### src/rtl/axis_fifo_pkg.sv
// Shared types and width helpers for the AXI-Stream FIFO.
// The optional store-and-forward mode is enabled with AXIS_FIFO_STORE_FWD_EN.
package axis_fifo_pkg;

  function automatic int keep_width_of(input int data_width);
    return data_width / 8;
  endfunction

  // Counter width able to hold 0..depth inclusive.
  function automatic int clog2_cnt(input int depth);
    return $clog2(depth) + 1;
  endfunction

  localparam int DEF_DATA_WIDTH = 64;
  localparam int DEF_DEPTH      = 16;
  localparam int DEF_KEEP_WIDTH = keep_width_of(DEF_DATA_WIDTH);
  localparam int DEF_BEAT_WIDTH = DEF_DATA_WIDTH + DEF_KEEP_WIDTH + 1;

  typedef struct packed {
    logic [DEF_DATA_WIDTH-1:0] tdata;
    logic [DEF_KEEP_WIDTH-1:0] tkeep;
    logic                      tlast;
  } axis_beat_t;

endpackage

### src/rtl/axis_fifo_mem.sv
// Simple dual-port beat storage: synchronous write, registered read address.
// Store-and-forward (AXIS_FIFO_STORE_FWD_EN) does not affect this block.
module axis_fifo_mem
  import axis_fifo_pkg::*;
#(
  parameter int WIDTH = DEF_BEAT_WIDTH,
  parameter int DEPTH = DEF_DEPTH,
  localparam int AW   = clog2_cnt(DEPTH) - 1
) (
  input  logic             clk,
  input  logic             wr_en,
  input  logic [AW-1:0]    wr_addr,
  input  logic [WIDTH-1:0] wr_data,
  input  logic [AW-1:0]    rd_addr,
  output logic [WIDTH-1:0] rd_data
);

  logic [WIDTH-1:0] mem [DEPTH];
  logic [AW-1:0]    rd_addr_q;

  always_ff @(posedge clk) begin
    if (wr_en) mem[wr_addr] <= wr_data;
    rd_addr_q <= rd_addr;
  end

  assign rd_data = mem[rd_addr_q];

endmodule

### src/rtl/axis_fifo_ch.sv
// AXI-Stream FIFO with occupancy/packet counters and first-word fall-through.
// Define AXIS_FIFO_STORE_FWD_EN to hold output until a whole packet is stored.
module axis_fifo_ch
  import axis_fifo_pkg::*;
#(
  parameter int DATA_WIDTH  = 64,
  parameter int DEPTH       = 16,
  localparam int KEEP_WIDTH = keep_width_of(DATA_WIDTH),
  localparam int CNT_WIDTH  = clog2_cnt(DEPTH)
) (
  input  logic                  aclk,
  input  logic                  areset,
  input  logic [DATA_WIDTH-1:0] s_axis_tdata,
  input  logic [KEEP_WIDTH-1:0] s_axis_tkeep,
  input  logic                  s_axis_tlast,
  input  logic                  s_axis_tvalid,
  output logic                  s_axis_tready,
  output logic [DATA_WIDTH-1:0] m_axis_tdata,
  output logic [KEEP_WIDTH-1:0] m_axis_tkeep,
  output logic                  m_axis_tlast,
  output logic                  m_axis_tvalid,
  input  logic                  m_axis_tready,
  output logic [CNT_WIDTH-1:0]  occupancy,
  output logic [CNT_WIDTH-1:0]  pkt_count,
  output logic                  overflow_err
);

  localparam int AW = CNT_WIDTH - 1;
  localparam int BW = DATA_WIDTH + KEEP_WIDTH + 1;

  // Handshake: a beat moves on a side only in a cycle where valid and ready
  // are both high at the rising edge; valid never waits on ready.
  logic [CNT_WIDTH-1:0] wr_ptr, rd_ptr, wr_ptr_nxt, rd_ptr_nxt;
  logic [CNT_WIDTH-1:0] pkt_after_rd;
  logic [BW-1:0]        head;
  logic                 full, wr, rd, head_last, avail, gate, tvalid_q;

  assign full = (wr_ptr[AW] != rd_ptr[AW]) && (wr_ptr[AW-1:0] == rd_ptr[AW-1:0]);
  assign occupancy = wr_ptr - rd_ptr;

  assign s_axis_tready = !full && !areset;
  assign m_axis_tvalid = tvalid_q;
  assign wr = s_axis_tvalid && s_axis_tready;
  assign rd = tvalid_q && m_axis_tready;

  assign head_last = head[0];
  assign pkt_after_rd = pkt_count - CNT_WIDTH'(rd && head_last);
  // Entries left after this edge's read that were already stored before it.
  assign avail = (occupancy - CNT_WIDTH'(rd)) != '0;

  always_comb begin
    wr_ptr_nxt = wr_ptr + CNT_WIDTH'(wr);
    rd_ptr_nxt = rd_ptr + CNT_WIDTH'(rd);
    if (areset) begin
      wr_ptr_nxt = '0;
      rd_ptr_nxt = '0;
    end
  end

  axis_fifo_mem #(.WIDTH(BW), .DEPTH(DEPTH)) u_mem (
    .clk     (aclk),
    .wr_en   (wr),
    .wr_addr (wr_ptr[AW-1:0]),
    .wr_data ({s_axis_tdata, s_axis_tkeep, s_axis_tlast}),
    .rd_addr (rd_ptr_nxt[AW-1:0]),
    .rd_data (head)
  );

`ifdef AXIS_FIFO_STORE_FWD_EN
  logic in_pkt, in_pkt_nxt, ovf_q;

  assign in_pkt_nxt = rd ? !head_last : in_pkt;
  // Releasing at full keeps packets longer than the FIFO from deadlocking.
  assign gate = (pkt_after_rd != '0) || in_pkt_nxt || full;
  assign overflow_err = ovf_q;

  always_ff @(posedge aclk) begin
    if (areset) begin
      in_pkt <= 1'b0;
      ovf_q  <= 1'b0;
    end else begin
      in_pkt <= in_pkt_nxt;
      if (s_axis_tvalid && full && pkt_count == '0) ovf_q <= 1'b1;
    end
  end
`else
  assign gate = 1'b1;
  assign overflow_err = 1'b0;
`endif

  always_ff @(posedge aclk) begin
    if (areset) begin
      wr_ptr    <= '0;
      rd_ptr    <= '0;
      pkt_count <= '0;
      tvalid_q  <= 1'b0;
    end else begin
      wr_ptr    <= wr_ptr_nxt;
      rd_ptr    <= rd_ptr_nxt;
      pkt_count <= pkt_after_rd + CNT_WIDTH'(wr && s_axis_tlast);
      tvalid_q  <= avail && gate;
    end
  end

  // Outputs read as zero whenever no beat is presented.
  assign m_axis_tdata = tvalid_q ? head[BW-1 -: DATA_WIDTH] : '0;
  assign m_axis_tkeep = tvalid_q ? head[KEEP_WIDTH:1] : '0;
  assign m_axis_tlast = tvalid_q && head_last;

endmodule

### config.mk
export PLATFORM = sky130hd
export DESIGN_NAME = axis_fifo_ch
export DESIGN_NICKNAME = d
export VERILOG_FILES = /design/src/rtl/axis_fifo_pkg.sv /design/src/rtl/axis_fifo_mem.sv /design/src/rtl/axis_fifo_ch.sv
export SDC_FILE = /design/constraint.sdc
export NUM_CORES = 1
export LEC_CHECK = 0
export CAP_MARGIN = 20
export CORE_MARGIN = 2
export CORE_UTILIZATION = 60
export CTS_BUF_LIST = sky130_fd_sc_hd__clkbuf_4 sky130_fd_sc_hd__clkbuf_8
export CTS_CLUSTER_SIZE = 12
export DETAILED_ROUTE_END_ITERATION = 10
export PLACE_DENSITY = 0.8
export REMOVE_ABC_BUFFERS = 1
export SLEW_MARGIN = 10
export SYNTH_ARGS = -nofsm -noshare
export SYNTH_HDL_FRONTEND = slang
export SYNTH_HIERARCHICAL = 1
export SYNTH_SLANG_ARGS = --single-unit
### constraint.sdc
create_clock -name aclk -period 13.37 [get_ports aclk]
set_clock_uncertainty 0.05 [all_clocks]
set_input_delay 2.674 -clock aclk [delete_from_list [all_inputs] [get_ports aclk]]
set_output_delay 2.674 -clock aclk [all_outputs]
set_load 0.01 [all_outputs]
* After elaboration in Yosys (flattened, before gate mapping)
Memories as Yosys holds them, arrays and structs flattened. A register that Yosys moved wholly into a read port is not among the register bits.
Index checks and enable logic that the tools add are counted.
** Word-level totals
- Register bits :: 16
- Bits in writable memories :: 1168
- Input bits :: 77
- Output and inout port bits :: 86
- Word-level logic and storage cells :: 28
- Memories :: 1
** Memories
- u_mem.mem :: words 16, bits a word 73, rd ports 1, clocked after memory_dff 1, write ports 1, RTL line axis_fifo_mem.sv:18 : logic [WIDTH-1:0] mem [DEPTH];
** Operators by class
- Add/subtract/negate cells :: 6
- Equal/unequal tests :: 2
- Mux-type cells :: 5
- Reduce and logical (&&, ||, !) cells :: 10
** Operator list (count)
- 64-bit two-way mux :: 1
- 5-bit by 1-bit adder with 5-bit output :: 3
- 5-bit by 1-bit subtractor with 5-bit output :: 2
- 8-bit two-way mux :: 1
- 1-bit logical AND :: 7
- 5-bit nonzero test :: 1
- 5-bit subtractor :: 1
- 4-bit equality test :: 1
- 4-bit two-way mux :: 1
- 1-bit logical NOT :: 2
- 1-bit two-way mux :: 2
- 1-bit inequality test :: 1

* Longest topological paths before layout
- Depth in word-level cells :: 7
- Mapped depth :: 15
- Depth with buffers taken out :: 14

* By module
The synthesis kept the hierarchy.
** By module, submodules not included
- axis_fifo_mem :: instances 1, cells an instance 1806, area an instance 43745.7 um^2, sequential area each 35153.7 um^2
- axis_fifo_ch :: instances 1, cells an instance 185, area an instance 1443.9 um^2, sequential area each 320.3 um^2

* Least setup slack after synthesis
Ideal clock, no wire load.
- Path type :: input port to flip-flop
- From :: input areset
- To :: memory u_mem/mem[0][0] (netlist name) (enable)
- Setup time :: 594 ps
- Arrival :: 8586 ps
- Required time :: 12726 ps
- Setup slack :: 4140 ps
- Stages on the path :: 3
- Buffers on the path :: 0
- Cell sequence :: nor3b_1 or3b_2 nor3_1
** Between the ends
- Longest elaborated chain between the ends :: 5
** RTL lines
- start, declared :: RTL line axis_fifo_ch.sv:12 : input logic areset,
- 1-bit logical NOT :: RTL line axis_fifo_ch.sv:41 : assign s_axis_tready = !full && !areset;
- 1-bit logical AND :: RTL line axis_fifo_ch.sv:41
- 1-bit logical AND :: RTL line axis_fifo_ch.sv:43 : assign wr = s_axis_tvalid && s_axis_tready;
- 1-bit two-way mux :: RTL line axis_fifo_mem.sv:22 : if (wr_en) mem[wr_addr] <= wr_data;
- 1-bit two-way mux (not written as such) :: RTL line axis_fifo_mem.sv:22
- end, declared :: RTL line axis_fifo_mem.sv:18
Every way passes these cells.

==> impl_metrics.toml <==
[run_status]
outcome = "completed"

[synthesis]
ys_warn_count = 6
ys_seq_elements = 1188
synth_area_per_cell_um2 = 22.7
ys_types = 32
syn-cell-area_um2 = 45200
synth_edf_count = 1168
async_reset_ff_share_pct = 0
synth_ff_type = "edfxtp_1"
yosysSeqAreaShare_pct = 78.5
syn_inst = 1991

[pwr]
peakVddDrop_v = 0.000216
leakage_nw = 15.8
fin_total_pwr_mw = 8.02
powerDensity_nw_per_um2 = 157

[clocking]
clock_latency_ps = 820
cts_tree = "built"
clk_path_buf_depth = 3
numCtsBuffers = 175
cts.htree.levels = 4
root_buffer = "clkbuf_8"
cts.reportedPaths.clkPinSlew_ps = 60
clock_sinks = 1188
cts_resized = 0
post_cts_buffers = 0
holdBufCountCts = 0

[critical_path]
crit_type = "reg2out"
reg2reg_slack_ps = 7880
critPathRequiredTime_ps = 10650
crit_path_end_kind = "output pin"
cp-start-kind = "register"
critical_path.max_fanout = 175
worstPathArrival_ps = 5080

[routing]
routed_wirelength_mm = 94.9
wire_per_inst_um = 28.3
postRouteAntennaNets = 0
via_per_inst = 6.39
drc_errors = 0
drtIter0Drc = 2251
drt_first_pass_iters = 7
via_count = 21400

[global_routing]
grt_pass1_wl_mm = 141
first_global_vias = 22800
grt_usage_pct = 25.0
grt_overflow = 0
grt_max_degree = 176
antenna_found_initial = 9

[floorplan]
ios = 163
core.rowCount = 100
coreArea_um2 = 74400
fp.dieArea_um2 = 77500
start_util_pct = 60.7
die_x_um = 278
die_y_um = 278

[timing]
post-route-min-period_ps = 7810
worst_pin_slew_ps = 1110
hold_violations = 0
setup_viol = 0
timing.final.crit_share_pct = 58.4
fmax_mhz = 128
rsz0062_at_grt = "no"
slew_headroom_pct = 26.3
final_max_slew_viol_count = 0

[layout]
syn2layout_area_growth_pct = 13.3
layout-drive-gt1-share_pct = 25.6
nets = 2344
fill_cells = 4192
fin_cells = 3358
final_util_pct = 68.8
multiInputGateArea_um2 = 9250
seq_area_um2 = 35500

[place]
port-buffer-count = 161
globalplace.congestion = 0.759
dp_cells = 3043
dp_hpwl_mm = 48.6

[hold_path]
hold_class = "reg2reg"

[flow_run]
max_cap_viol_count = 0
through the flow:
stage                     hold slack (ps)  worst slack [ps]  area [um^2]  TNS (ps)
after floorplan                       477             -2560        44600   -189110
after global placement                502              6390        47900         0
after detailed placement              504              6290        47900         0
after CTS                             517              5460        51200         0
after global routing                  567              5300        51200         0
final                                 523              5560        51200         0
final timing paths:
check / to / cells after the start / start
worst min register to register: rd_ptr[4]$_SDFF_PP0_ / 2 / rd_ptr[4]$_SDFF_PP0_
worst max register to register: pkt_count[4]$_SDFF_PP0_ / 14 / register
worst min-delay path: rd_ptr[4]$_SDFF_PP0_ / 2 / rd_ptr[4]$_SDFF_PP0_
worst max-delay path: m_axis_tlast / 7 / register
cells by family after synthesis:
family / Yosys count / share of synthesized area (%)
buffers and inverters: 119 / 1.33
adders and majority gates: 16 / 0.476
muxes: 292 / 14.6
xor gates and xnor gates: 15 / 0.307
DFF: 1188 / 78.5
other: 1 / 0.00830
and+or+nand+nor: 205 / 2.26
AOI/OAI and AO/OA: 155 / 2.56
critical path: stages, from the launching register on:
cell,delay (ps)
dfxtp_4,900
buf_12,750
buf_4,900
mux4_2,430
a22oi_1,320
nand2_1,160
and2_1,190
clkdlybuf4s50_1,480
layout make-up:
type	instances	area share, %
Antenna cell	2	0.00978
Sequential cell	1188	69.3
Inverter	12	0.0880
Clock buffer	231	5.55
Tap cell	969	2.37
Multi-Input combinational cell	684	18.1
Timing Repair Buffer	190	3.65
Clock inverter	82	0.968
report_power, final:
part	internal (mW)	switching, mW	total [mW]
logic	0.591	0.456	1.05
registers	4.12	0.0776	4.20
clock network	1.46	1.31	2.77
total	6.18	1.84	8.02
registers in the layout, indices dropped and copies added (netlist names), named ones only:
signal         flops
wr_ptr             5
rd_ptr             5
m_axis_tvalid      1
u_mem/mem       1168
pkt_count          5
synth_stat cells, types with 2 or more instances:
cell type | number | share of area, %
buf_4 | 14 | 0.23
xor2_1 | 7 | 0.14
nand3_1 | 5 | 0.055
a21oi_1 | 3 | 0.033
nor2b_1 | 10 | 0.14
clkbuf_1 | 40 | 0.33
dfxtp_1 | 20 | 0.89
edfxtp_1 | 1168 | 78
buf_2 | 11 | 0.12
inv_1 | 12 | 0.10
nor2_1 | 25 | 0.21
mux4_2 | 292 | 15
xnor2_1 | 7 | 0.14
a22oi_1 | 146 | 2.4
nand2b_1 | 2 | 0.028
and2_1 | 75 | 1.0
fa_1 | 2 | 0.089
ha_1 | 14 | 0.39
nand3b_1 | 3 | 0.050
nand2_1 | 77 | 0.64
a21o_1 | 3 | 0.050
buf_6 | 12 | 0.30
nor3_1 | 5 | 0.055
buf_1 | 30 | 0.25
per-layer routing:
layer	up-vias	routed length, um	global-route usage [%]
met1	11200	35400	33.7
li1	8927	-	-
met4	14	2300	7.89
met3	183	9080	5.97
met5	-	92	0
met2	1127	48100	41.1
layout by cell type, fill, tap and decap left out, types with 13 or more instances in the layout:
cell type and n:
clkbuf_8 177, nor2_4 13, clkinv_1 49, and2_1 74, clkinv_2 17, edfxtp_1 1168, clkdlybuf4s50_1 161, mux4_2 292
buf_4 26, dfxtp_1 17, ha_1 14, nand2_1 77, a22oi_1 146, clkbuf_4 54
No activity file was read; power rests on OpenSTA's default activity.
==> RTL edit: new RTL, config.mk and constraints unchanged <==
Add a define of `AXIS_FIFO_STORE_FWD_EN`.
--- a/src/rtl/axis_fifo_ch.sv
+++ b/src/rtl/axis_fifo_ch.sv
@@ -1,5 +1,7 @@
 // AXI-Stream FIFO with occupancy/packet counters and first-word fall-through.
 // Define AXIS_FIFO_STORE_FWD_EN to hold output until a whole packet is stored.
+`define AXIS_FIFO_STORE_FWD_EN
+
 module axis_fifo_ch
   import axis_fifo_pkg::*;
 #(
Check against the original RTL: not equivalent (a bounded check fails within 4 cycles, from zero or initial values and one cycle with areset high).
==> RTL edit against the unedited design <==
Die area up 0.40%. Worst setup slack improved by 170 ps. Area after synthesis rose by 0.40%. Fmax rose by 2.2%. Routed wire length grew 4.2%. Highest routed layer unchanged. Sequential cell count is 2 higher. Design area up 1.1%.
Power is not compared: it rests on default switching activity, and its combinational part moved more than twofold at a synthesized area within 25%.
==> RTL edit: results <==
logic_synthesis:
  synthTopCellsByArea: "edfxtp_1 (77%), mux4_2 (14%), a22oi_1 (2.4%)"
  synthArstFlopShare_pct: 0
  synth_common_cells: "edfxtp_1 (1,168), mux4_2 (292), a22oi_1 (146)"
  yosysWarningCount: 6
  ys.flop_type: "edfxtp_1"
  synth_edf_count: 1168
  synth-seq-area-share_pct: 78.3
  yosys.cell_types.count: 45
clock_tree:
  cts_resized: 0
  cts_inserted_buffers: 178
  clkLatencyLatePin_ps: 820
  cts-htree-levels: 4
  clk_pin_slew_ps: 60
  cts_setup_buffers: 0
  clockRootBuffer: "clkbuf_8"
cells_and_area:
  drive_gt1_share_pct: 26.3
  fin_nets: 2386
placed_design:
  dp_slack_ps: 6160
  place_congestion: 0.759
  numPortBuffers: 162
  dp_hpwl_um: 49200
power:
  comb_power_share_pct: 3.1
  pg_seq_w: 0.00413
  ir_worst_vdd_v: 0.000106
  p_comb_w: 0.000224
  p_leak_nw: 16.0
grt:
  grt_first_pass_wirelength_um: 146000
  grt_use_met2_pct: 42.0
  use_met1_pct: 35.8
  grt_pass1_vias: 22900
  antenna_found_initial: 13
  grt_max_degree: 170
  grt_usage_pct: 26.1
  met3_usage_pct: 6.06
status:
  status: "finished clean"
drt:
  via_count: 22100
  met3_length_um: 10100
  highest_layer: "met5"
  drtPass1Iterations: 5
  wl_met2_um: 49500
  drtIter0Drc: 2681
  wl_met1_um: 36800
  drt_wl_total_um: 98900
setup_path:
  critPathArrivalTime_ps: 4910
  slowest_delay_ps: 900
  crit_slowest_cell: "buf_4"
  crit_fanout: 51
timing:
  worstMarginPinSlew_ps: 1230
worst_hold_path:
  hp-class: "reg2reg"
==> RTL edit: worst max-delay path, delay by kind of cell, from the launching register on <==
kind	cells	cell delay, ps
simple gates	2	350
compound gates	1	190
buf+inv	3	2170
mux	1	610
flops	1	710
==> RTL edit: metrics by stage <==
step / instances / instance area (um^2) / setup TNS [ps]
final: 3415 / 51800 / 0
after global routing: 3415 / 51800 / 0
after CTS: 3411 / 51700 / 0
after detailed placement: 3084 / 48100 / 0
after global placement: 3084 / 48100 / 0
after floorplan: 1910 / 44800 / -190720
==> RTL edit: cells by family (layout without fill, tap and decap cells) <==
logic type | Yosys count | after routing | share of synthesized area (%)
adder cells (fa/ha/maj) | 14 | 14 | 0.403
buffers and inverters | 121 | 546 | 1.34
other | 0 | 4 | 0
AND/OR/NAND/NOR | 226 | 226 | 2.55
AO/OA/AOI/OAI | 161 | 161 | 2.68
flip-flops | 1190 | 1190 | 78.3
XOR/XNOR | 12 | 12 | 0.232
multiplexers | 293 | 293 | 14.5
==> RTL edit: final timing paths <==
kind / slack, ps / to / from / depth (start not counted)
setup / recovery: 5730 / m_axis_tdata[56] / flip-flop / 7
hold / removal: 440 / overflow_err$_SDFFE_PP0P_ / overflow_err$_SDFFE_PP0P_ / 2
setup reg to reg: 8790 / pkt_count[4]$_SDFF_PP0_ / flip-flop / 13
hold reg to reg: 440 / overflow_err$_SDFFE_PP0P_ / overflow_err$_SDFFE_PP0P_ / 2
==> RTL edit: area by class of cell <==
| cell class | instances | area (um^2) |
|---|---|---|
| clock buffers | 238 | 2910 |
| flip-flops and latches | 1190 | 35500 |
| inverters | 14 | 52.6 |
| clock inverters | 89 | 689 |
| repair buffers | 205 | 1970 |
| diodes | 4 | 10.0 |
| well taps | 969 | 1210 |
| multi-input cells | 706 | 9380 |
| fillers | 4159 | 22900 |
